===== config.mk =====
export PLATFORM = sky130hd
export DESIGN_NAME = serial_addsub_unit
export DESIGN_NICKNAME = d
export VERILOG_FILES = /design/src/rtl/serial_addsub_unit.sv
export SDC_FILE = /design/constraint.sdc
export NUM_CORES = 1
export LEC_CHECK = 0
export ABC_CLOCK_PERIOD_IN_PS = 5900
export CORE_MARGIN = 2
export CORE_UTILIZATION = 55
export CTS_BUF_LIST = sky130_fd_sc_hd__clkbuf_4 sky130_fd_sc_hd__clkbuf_8
export DETAILED_ROUTE_END_ITERATION = 10
export GPL_TIMING_DRIVEN = 0
export PLACE_DENSITY = 0.82
export SLEW_MARGIN = 40
export SYNTH_ARGS = -nofsm -noshare
export SYNTH_HDL_FRONTEND = slang
export SYNTH_SLANG_ARGS = --single-unit

===== constraint.sdc =====
create_clock -name clk -period 5.9 [get_ports clk]
set_clock_uncertainty 0.15 [all_clocks]
set_input_delay 1.18 -clock clk [delete_from_list [all_inputs] [get_ports clk]]
set_output_delay 1.18 -clock clk [all_outputs]
set_load 0.01 [all_outputs]

===== src/rtl/serial_addsub_unit.sv =====
// Digit-serial add/subtract unit.
// Processes DIGIT bits per clock, LSB digit first, over N = WIDTH/DIGIT RUN
// cycles, then spends one FIX cycle turning the raw two's-complement result
// into a magnitude plus sign (subtract) or sum plus carry (add).
//
// Handshake: an operation is accepted on a rising edge where start=1 and
// ready=1. ready is high in IDLE and DONE, so a new operation may be issued
// in the same cycle the previous result is presented (done=1). start while
// busy=1 is ignored. done is a one-cycle pulse. q/neg/c_out are valid while
// done=1, and they keep that value until the next FIX edge or reset.
module serial_addsub_unit #(
  parameter int WIDTH = 16,
  parameter int DIGIT = 4
) (
  input  logic             clk,
  input  logic             rst_n,
  input  logic             start,
  input  logic             mode,
  input  logic [WIDTH-1:0] a,
  input  logic [WIDTH-1:0] b,
  output logic             ready,
  output logic             busy,
  output logic             done,
  output logic [WIDTH-1:0] q,
  output logic             neg,
  output logic             c_out,
  output logic [1:0]       fsm_state
);

  localparam int N  = WIDTH / DIGIT;
  localparam int CW = (N > 1) ? $clog2(N) : 1;

  typedef enum logic [1:0] {
    IDLE = 2'd0,
    RUN  = 2'd1,
    FIX  = 2'd2,
    DONE = 2'd3
  } state_t;

  state_t           state;
  logic [WIDTH-1:0] a_r;
  logic [WIDTH-1:0] b_r;
  logic [WIDTH-1:0] raw;
  logic             mode_r;
  logic             carry;
  logic [CW-1:0]    cnt;

  logic [DIGIT-1:0] a_dig;
  logic [DIGIT-1:0] b_dig;
  logic [DIGIT:0]   psum;
  logic             accept;
  int               idx;

  assign ready     = (state == IDLE) || (state == DONE);
  assign busy      = (state == RUN) || (state == FIX);
  assign done      = (state == DONE);
  assign accept    = start && ready;
  assign fsm_state = state;

  // Current digit slice and its sum; B is inverted in subtract mode so that
  // carry-in of 1 on the first digit yields A + ~B + 1 = A - B.
  always_comb begin
    idx   = int'(cnt) * DIGIT;
    a_dig = a_r[idx +: DIGIT];
    b_dig = mode_r ? ~b_r[idx +: DIGIT] : b_r[idx +: DIGIT];
    psum  = {1'b0, a_dig} + {1'b0, b_dig} + {{DIGIT{1'b0}}, carry};
  end

  // Control FSM, operand latches, digit datapath and result registers.
  always_ff @(posedge clk) begin
    if (!rst_n) begin
      state  <= IDLE;
      a_r    <= '0;
      b_r    <= '0;
      raw    <= '0;
      mode_r <= 1'b0;
      carry  <= 1'b0;
      cnt    <= '0;
      q      <= '0;
      neg    <= 1'b0;
      c_out  <= 1'b0;
    end else begin
      case (state)
        IDLE, DONE: begin
          if (accept) begin
            a_r    <= a;
            b_r    <= b;
            mode_r <= mode;
            cnt    <= '0;
            carry  <= mode;
            state  <= RUN;
          end else if (state == DONE) begin
            state <= IDLE;
          end
        end
        RUN: begin
          raw[idx +: DIGIT] <= psum[DIGIT-1:0];
          carry             <= psum[DIGIT];
          if (cnt == CW'(N - 1)) begin
            state <= FIX;
          end else begin
            cnt <= cnt + 1'b1;
          end
        end
        FIX: begin
          if (!mode_r) begin
            q     <= raw;
            neg   <= 1'b0;
            c_out <= carry;
          end else if (carry) begin
            // No borrow: A >= B, raw difference is already the magnitude.
            q     <= raw;
            neg   <= 1'b0;
            c_out <= 1'b0;
          end else begin
            // Borrow: A < B, negate to get B - A.
            q     <= ~raw + WIDTH'(1);
            neg   <= 1'b1;
            c_out <= 1'b0;
          end
          state <= DONE;
        end
        default: state <= IDLE;
      endcase
    end
  end

endmodule


==> impl_metrics.py, run 1 <==
metrics = {
    "timing": {
        "max_clock_freq_mhz": 308,
        "setup_tns_ns": 0,
        "tightest_slew_ns": 0.629,
        "hold_viol": 0,
        "timing.hold.ws_ns": 0.306,
        "relSlewSlack_pct": 58.1,
        "rsz0062_at_grt": "false",
        "period_needed_ns": 3.24,
        "final.period_utilization_pct": 55.0,
        "timing.final.max_slew_violations": 0,
        "setup_viol": 0,
    },
    "worst_setup_path": {
        "ff2ff_path_depth": 9,
        "worstPathArrival_ns": 3.30,
        "worstSetupPathType": "register to register",
        "cp-end-kind": "register",
        "slowest_delay_ns": 0.58,
        "crit_chain": "buf_2 -> buf_2 -> mux4_2 -> fa_1 -> fa_1 -> a21o_1 -> a21oi_1 -> a21o_1 -> a221oi_1",
        "required_ns": 5.95,
        "worst-path-max-fanout": 10,
        "cp-start-kind": "register",
        "r2r_slack_ns": 2.66,
        "slowest_stage": "mux4_2",
    },
    "global_routing": {
        "overflow": 0,
        "grt_pass1_vias": 3120,
        "grt_pass1_wl_um": 13900,
        "grt_max_degree": 12,
        "grt_usage_pct": 24.5,
        "antenna_found_initial": 0,
    },
    "power": {
        "worst_ir_drop_vdd_mv": 0.221,
        "leakagePower_nw": 1.61,
        "p_per_area_mw_per_mm2": 399,
    },
    "die": {
        "design.die.area_sq_mm": 0.00699,
        "row_count": 29,
        "initial_core_util_pct": 55.9,
        "io_pins": 59,
        "die_w_um": 83.6,
        "core_sq_mm": 0.00624,
        "die_y_um": 83.6,
    },
    "clocking": {
        "clkTransAtPathRegs_ns": 0.07,
        "clockBufferDepth": 2,
        "cts_buffers": 9,
        "cts_root_buffer": "clkbuf_8",
        "htree_levels": 3,
        "cts_resized": 0,
        "cts_sinks": 72,
        "cts_hold_buf": 0,
        "cts_tree": "built",
        "post_cts_buffers": 0,
        "worstSkewPairLatency_ns": 0.35,
    },
    "detailed_routing": {
        "drt_iter0_markers": 190,
        "vias_per_cell": 5.73,
        "wirelength_um": 8330,
        "dr.pass1.iters": 4,
        "num_vias": 3189,
        "antenna_left": 0,
        "post_drt_wl_per_cell_um": 15.0,
        "drc_errors": 0,
    },
    "yosys": {
        "yosys_warnings": 0,
        "synth_fp_nets": 457,
        "synthFlopType": "dfxtp_1",
        "synth-edff-count": 0,
        "netlist_area_sq_mm": 0.00349,
        "ys_types": 50,
        "syn_inst": 406,
        "syn_avg_cell_area_sq_um": 8.59,
        "async_reset_ff_share_pct": 0,
        "yosysSeqAreaShare_pct": 41.3,
        "synth_seq_cells": 72,
    },
    "final_layout": {
        "antenna_cells": 0,
        "drive_above_1_share_pct": 8.33,
        "layout_commonest_cell": "nand2_1",
        "final_cell_area_sq_mm": 0.00437,
        "area_growth_pct": 25.3,
        "fin_nets": 526,
        "final_cell_mix": "nand2_1 (79), dfxtp_1 (72), clkdlybuf4s50_1 (58)",
    },
    "worst_hold_path": {
        "worstHoldPathType": "register to register",
        "worstHoldPathCells": 2,
    },
    "run_status": {
        "outcome": "completed",
    },
    "flow_run": {
        "drv_cap": 0,
    },
    "placed_design": {
        "portBuffers": 58,
        "place.gp.congestion": 0.897,
        "postPlaceCellArea_sq_mm": 0.00416,
        "place_hpwl_um": 6200,
    },
}
-- state kept, by name, summed over array words and instances (netlist names) --
register and count:
fsm_state 2, q 16, a_r 16, mode_r 1, c_out 1, raw 16, neg 1, b_r 16
carry 1, cnt 2
-- path summary, 6_finish.rpt --
check,start,to
worst max-delay path,cnt[0]$_SDFFE_PN0P_,carry$_SDFFE_PN0P_
worst min-delay path,b_r[9]$_SDFFE_PN0P_,b_r[9]$_SDFFE_PN0P_
worst min register to register,b_r[9]$_SDFFE_PN0P_,b_r[9]$_SDFFE_PN0P_
worst max register to register,cnt[0]$_SDFFE_PN0P_,carry$_SDFFE_PN0P_
-- metrics by stage --
step	cells	setup WS [ns]	total power [mW]	utilization [%]
6_report	557	2.66	1.74	70.0
5_1_grt	557	2.50	1.85	70.0
2_1_floorplan	406	2.99	1.10	-
3_5_place_dp	541	2.63	1.35	66.7
3_3_place_gp	541	2.71	1.33	66.7
4_1_cts	557	2.62	1.75	70.0
-- cells in the mapped netlist, types with 4 or more instances --
library cell,instances,area (sq um)
a21oi_1,47,235
a22oi_1,12,90.1
buf_2,6,30.0
clkbuf_1,18,67.6
dfxtp_1,72,1440
ha_1,13,163
inv_1,12,45.0
mux4_2,8,180
nand2_1,79,297
nand3_1,18,90.1
nand4_1,4,25.0
nor2_1,32,120
nor3_1,5,25.0
o21ai_0,13,65.1
xnor2_1,6,52.6
xor2_1,6,52.6
-- layer usage --
layer	share of wire (%)	track usage, %	up-vias
met5	0	0	-
met4	2.3	11.4	0
met3	4.6	4.25	22
met2	51	44.5	106
met1	42	27.6	1499
li1	-	-	1562
-- report_power, final --
part	internal, mW	switching [mW]	total [mW]
logic	0.299	0.416	0.715
registers	0.570	0.0568	0.626
clock network	0.227	0.176	0.402
total	1.10	0.648	1.74
-- cells by family after synthesis --
family                     Yosys count  share of synthesized area (%)
AOI/OAI and AO/OA                   93                           16.3
and+or+nand+nor                    162                           22.6
adders and majority gates           15                           5.81
xor gates and xnor gates            12                           3.01
buffers and inverters               40                           4.63
muxes                               12                           6.35
DFF                                 72                           41.3
-- critical path: cells and delay by family (launching register included) --
kind	cells	cell delay, ns
adder cells (fa/ha/maj)	2	0.90
multiplexers	1	0.58
AO/OA/AOI/OAI	4	0.55
buffers and inverters	2	0.53
flip-flops	1	0.39
-- cell type report --
class | count | area, sq um
Multi-Input combinational cell | 294 | 1880
Fill cell | 521 | 1870
Sequential cell | 72 | 1440
Timing Repair Buffer | 58 | 581
Clock buffer | 13 | 166
Buffer | 27 | 113
Tap cell | 77 | 96.3
Inverter | 13 | 48.8
Clock inverter | 3 | 40.0
Note: power is estimated with default switching activity, not from simulation.
==> run 2: changes to the inputs <==
ABC_CLOCK_PERIOD_IN_PS = 2600   (was 5900)
CORE_UTILIZATION = 50   (was 55)
PLACE_DENSITY = 0.79   (was 0.82)
clock period = 2.6 ns   (was 5.9 ns; I/O delays follow)
==> run 2 against run 1 <==
The flow now finishes with violations (negative setup slack). Worst setup slack got worse by 2.7 ns. Flip-flop and latch count did not move. First-iteration DRC count rose by 15%. Routed wire length rose by 0.77%. Maximum frequency rose by 22%. Critical path depth fell by 1. Register-to-register slack got worse by 2.7 ns. Sequential power rose by 130%. Cell count rose by 1.4%. Worst hold slack barely moved. Clock-buffer cell count did not move. Clock power rose by 93%. Largest cell class unchanged. Largest power group unchanged.
==> impl_metrics.py, run 2 (synthesized netlist as in run 1, its figures left out) <==
metrics = {
    "clocking": {
        "cts_buffers": 9,
        "htree_levels": 3,
        "cts_root_buffer": "clkbuf_8",
        "cts_tree": "built",
        "worstSkewPairLatency_ns": 0.34,
        "clkTransAtPathRegs_ns": 0.07,
        "clockBufferDepth": 2,
        "cts_sinks": 72,
    },
    "die": {
        "initial_core_util_pct": 51.6,
        "die_w_um": 87.5,
        "die_y_um": 87.5,
        "io_pins": 59,
        "core_sq_mm": 0.00676,
        "row_count": 30,
        "design.die.area_sq_mm": 0.00766,
    },
    "placed_design": {
        "place.gp.congestion": 0.856,
        "place_hpwl_um": 6120,
        "portBuffers": 58,
        "pre_cts_ws_ns": -0.222,
        "dp_cells": 544,
    },
    "timing": {
        "tightest_slew_ns": 0.529,
        "hold_viol": 0,
        "final.period_utilization_pct": 102,
        "setup_tns_ns": -0.0604,
        "rsz0062_at_grt": "true",
        "setup_ws_ns": -0.0564,
        "setup_viol": 2,
        "period_needed_ns": 2.66,
        "relSlewSlack_pct": 64.7,
        "max_clock_freq_mhz": 376,
        "timing.final.max_slew_violations": 0,
    },
    "power": {
        "leakagePower_nw": 1.64,
        "comb_power_share_pct": 44.1,
        "power.switching_mw": 1.51,
        "worst_ir_drop_vdd_mv": 0.491,
        "p_total_mw": 3.95,
        "p_clk_share_pct": 19.7,
        "p_sw_share_pct": 38.1,
        "seqPwrFrac_pct": 36.2,
        "p_per_area_mw_per_mm2": 885,
        "p_int_mw": 2.44,
    },
    "global_routing": {
        "grt_max_degree": 11,
        "grt_pass1_wl_um": 13800,
        "grt_usage_pct": 22.7,
        "antenna_found_initial": 0,
        "grt_pass1_vias": 3000,
        "overflow": 0,
    },
    "detailed_routing": {
        "dr.pass1.iters": 5,
        "drc_errors": 0,
        "antenna_left": 0,
        "vias_per_cell": 5.64,
        "num_vias": 3184,
        "wirelength_um": 8390,
        "post_drt_wl_per_cell_um": 14.9,
        "drt_iter0_markers": 219,
    },
    "run_status": {
        "outcome": "finished, violations left",
        "failed_checks": "negative setup slack",
    },
    "worst_setup_path": {
        "worstPathArrival_ns": 2.71,
        "worstSetupPathType": "register to register",
        "slowest_delay_ns": 0.53,
        "slowest_stage": "mux4_2",
        "cp-end-kind": "register",
        "worst-path-max-fanout": 6,
        "cp-start-kind": "register",
        "required_ns": 2.66,
        "crit_chain": "buf_12 -> mux4_2 -> fa_2 -> fa_2 -> a21o_1 -> a21oi_2 -> a21o_1 -> a221oi_2",
    },
    "flow_run": {
        "drv_cap": 0,
    },
    "final_layout": {
        "post-route-util_pct": 66.0,
        "layout_commonest_cell": "nand2_1",
        "drive_above_1_share_pct": 12.0,
        "final_cell_mix": "nand2_1 (79), dfxtp_1 (69), clkdlybuf4s50_1 (58)",
        "area_growth_pct": 27.9,
        "antenna_cells": 0,
        "final_cells": 565,
        "fin_nets": 533,
    },
    "worst_hold_path": {
        "worstHoldPathType": "register to register",
    },
}
run 2: cell types whose count changed in the layout (fill, tap and decap cells not counted), sizes merged:
cell    previous run  this run
bufinv             1         0
buf                9        16
clkinv             2         1
run 2: per-stage QoR:
step                      cell area (sq um)  hold slack (ns)
after detailed placement               4190            0.296
final                                  4460            0.305
after global routing                   4460            0.328
after global placement                 4190            0.290
after floorplan                        3510            0.283
after CTS                              4380            0.305
run 2: cell type report:
type | instances | area [sq um]
multi-input combinational | 294 | 1930
inverter | 13 | 48.8
buffer | 26 | 133
sequential | 72 | 1450
timing repair buffer | 66 | 641
fill | 571 | 2300
clock inverter | 1 | 5.00
clock buffer | 13 | 160
tap | 80 | 100
run 2: path summary, 6_finish.rpt:
kind / start / to / slack, ns / cells after the start
setup / recovery: cnt[0]$_SDFFE_PN0P_ / carry$_SDFFE_PN0P_ / -0.06 / 8
hold / removal: b_r[9]$_SDFFE_PN0P_ / b_r[9]$_SDFFE_PN0P_ / 0.31 / 2
setup reg to reg: cnt[0]$_SDFFE_PN0P_ / carry$_SDFFE_PN0P_ / -0.06 / 8
hold reg to reg: b_r[9]$_SDFFE_PN0P_ / b_r[9]$_SDFFE_PN0P_ / 0.31 / 2
run 2: per-layer routing:
| layer | part of all wire, % | up-vias | track usage, % | wire length [um] |
|---|---|---|---|---|
| li1 | - | 1571 | - | - |
| met5 | 0 | - | 0 | 0 |
| met1 | 44 | 1491 | 29.4 | 3720 |
| met4 | 2.7 | 0 | 10.3 | 225 |
| met2 | 49 | 101 | 37.1 | 4080 |
| met3 | 4.4 | 21 | 3.98 | 366 |
run 2: power groups by stage:
| stage | sequential (mW) | combinational (mW) | clock [mW] |
|---|---|---|---|
| finish | 1.43 | 1.74 | 0.777 |
| CTS | 1.43 | 1.65 | 0.780 |
| floorplan | 1.44 | 1.08 | 0 |
| global route | 1.45 | 1.93 | 0.831 |
| detailed placement | 1.45 | 1.63 | 0 |
| global placement | 1.44 | 1.60 | 0 |
run 2: what timing repair did:
action	in CTS	in global routing
hold buffers	0	0
pin swaps	1	8
cloned	0	0
setup buffers	2	6
setup endpoints to repair	9	10
resized for setup	6	7
run 2: worst max-delay path: cells and delay by family, from the launching register on:
family          cells  cell delay [ns]
fa+ha+maj           2             0.82
mux                 1             0.53
compound gates      4             0.49
flops               1             0.39
buf+inv             1             0.12
==> run 3: changes to the inputs <==
RECOVER_POWER = 25   (was not set)
==> run 3 against run 2 <==
The run still ends with negative setup slack left. Critical endpoint unchanged. Worst hold slack barely moved. Combinational power hardly changed. Maximum frequency about the same. Highest routed layer unchanged. First-iteration DRC count rose by 4.6%. Die area stayed put. Largest power group unchanged. Clock power barely moved. Global-route usage is the same. Routed wire length down 0.55%. Register-to-register slack about the same.
==> impl_metrics.py, run 3 (synthesized netlist as in run 1, its figures left out) <==
metrics = {
    "die": {
        "io_pins": 59,
        "core_sq_mm": 0.00676,
        "initial_core_util_pct": 51.6,
        "die_w_um": 87.5,
        "row_count": 30,
        "design.die.area_sq_mm": 0.00766,
        "die_y_um": 87.5,
    },
    "clocking": {
        "cts_sinks": 72,
        "cts_tree": "built",
        "clkTransAtPathRegs_ns": 0.07,
        "clockBufferDepth": 2,
        "cts_buffers": 9,
        "cts_root_buffer": "clkbuf_8",
        "worstSkewPairLatency_ns": 0.34,
        "htree_levels": 3,
    },
    "timing": {
        "timing.final.max_slew_violations": 0,
        "final.period_utilization_pct": 102,
        "timing.hold.ws_ns": 0.305,
        "rsz0062_at_grt": "true",
        "setup_ws_ns": -0.0554,
        "setup_tns_ns": -0.0554,
        "period_needed_ns": 2.66,
        "setup_viol": 1,
        "tightest_slew_ns": 0.922,
        "max_clock_freq_mhz": 377,
        "relSlewSlack_pct": 38.0,
        "hold_viol": 0,
    },
    "worst_setup_path": {
        "r2r-start": "cnt[0]$_SDFFE_PN0P_",
        "worst-path-max-fanout": 6,
        "worstPathArrival_ns": 2.71,
        "required_ns": 2.66,
        "cp-start-kind": "register",
        "cp-end-kind": "register",
        "crit_path_start": "cnt[0]$_SDFFE_PN0P_",
        "worstSetupPathType": "register to register",
    },
    "global_routing": {
        "grt_pass1_vias": 3000,
        "antenna_found_initial": 0,
        "overflow": 0,
        "grt_usage_pct": 22.7,
        "grt_pass1_wl_um": 13800,
        "grt_max_degree": 11,
    },
    "run_status": {
        "outcome": "finished, violations left",
        "failed_checks": "negative setup slack",
    },
    "detailed_routing": {
        "antenna_left": 0,
        "wirelength_um": 8350,
        "drc_errors": 0,
        "vias_per_cell": 5.64,
        "dr.pass1.iters": 5,
        "num_vias": 3187,
        "drt_iter0_markers": 229,
        "post_drt_wl_per_cell_um": 14.8,
    },
    "final_layout": {
        "nFillCells": 573,
        "antenna_cells": 0,
        "fin_nets": 533,
        "drive_above_1_share_pct": 11.8,
        "layout_commonest_cell": "nand2_1",
        "final_cell_mix": "nand2_1 (79), dfxtp_1 (69), a21oi_1 (45), clkdlybuf4s50_1 (45), nor2_1 (32)",
        "area_growth_pct": 27.5,
    },
    "power": {
        "worst_ir_drop_vdd_mv": 0.491,
        "p_per_area_mw_per_mm2": 881,
        "leakagePower_nw": 1.67,
    },
    "placed_design": {
        "place.gp.congestion": 0.856,
        "portBuffers": 58,
        "place_hpwl_um": 6120,
    },
    "worst_hold_path": {
        "min_from": "b_r[9]$_SDFFE_PN0P_",
        "worstHoldPathType": "register to register",
    },
    "flow_run": {
        "drv_cap": 0,
    },
}
-- run 3: repair_timing --
| action | 4_1_cts | 5_1_grt |
|---|---|---|
| hold buffers | 0 | 0 |
| buffers inserted | 2 | 6 |
| setup endpoints to repair | 9 | 10 |
| gates resized for setup | 6 | 7 |
| pin swaps | 1 | 8 |
-- run 3: final timing paths --
| check | cells after the start | endpoint | slack, ns |
|---|---|---|---|
| max | 8 | carry$_SDFFE_PN0P_ | -0.06 |
| max reg2reg | 8 | carry$_SDFFE_PN0P_ | -0.06 |
| min reg2reg | 2 | b_r[9]$_SDFFE_PN0P_ | 0.31 |
| min | 2 | b_r[9]$_SDFFE_PN0P_ | 0.31 |
-- run 3: critical path, stage by stage (launching register included) --
cell and delay, ns:
dfxtp_4 0.39, buf_12 0.12, mux4_2 0.53, fa_2 0.40, fa_2 0.42, a21o_1 0.17, a21oi_2 0.12, a21o_1 0.14
a221oi_2 0.06
-- run 3: power breakdown --
group	total (mW)	switching (mW)	internal, mW
logic	1.72	0.984	0.734
clock network	0.774	0.381	0.393
registers	1.43	0.130	1.30
total	3.92	1.50	2.42
-- run 3: layout make-up --
type | instances | area [sq um] | area share (%)
multi-input combinational | 294 | 1910 | 43.0
clock inverter | 1 | 5.00 | 0.113
timing repair buffer | 66 | 641 | 14.4
clock buffer | 13 | 160 | 3.60
sequential | 72 | 1450 | 32.6
buffer | 26 | 133 | 2.98
tap | 80 | 100 | 2.25
inverter | 13 | 48.8 | 1.10
-- run 3: routing by layer --
metal | share of wire [%] | up-vias | wire length, um | global-route usage, %
met5 | 0 | - | 0 | 0
met4 | 2.9 | 0 | 245 | 10.3
met3 | 5.0 | 23 | 414 | 3.98
met2 | 49 | 111 | 4060 | 37.1
met1 | 43 | 1477 | 3620 | 29.4
li1 | - | 1576 | - | -
-- run 3: stage by stage --
| stage | power, mW | cells | instance area [sq um] | utilization (%) | setup WS [ns] |
|---|---|---|---|---|---|
| after floorplan | 2.53 | 406 | 3510 | - | 0.00322 |
| after global placement | 3.04 | 544 | 4190 | 62.0 | -0.182 |
| after detailed placement | 3.08 | 544 | 4190 | 62.0 | -0.222 |
| after CTS | 3.86 | 559 | 4380 | 64.9 | -0.0670 |
| after global routing | 4.19 | 565 | 4450 | 65.8 | -0.135 |
| final | 3.92 | 565 | 4450 | 65.8 | -0.0554 |
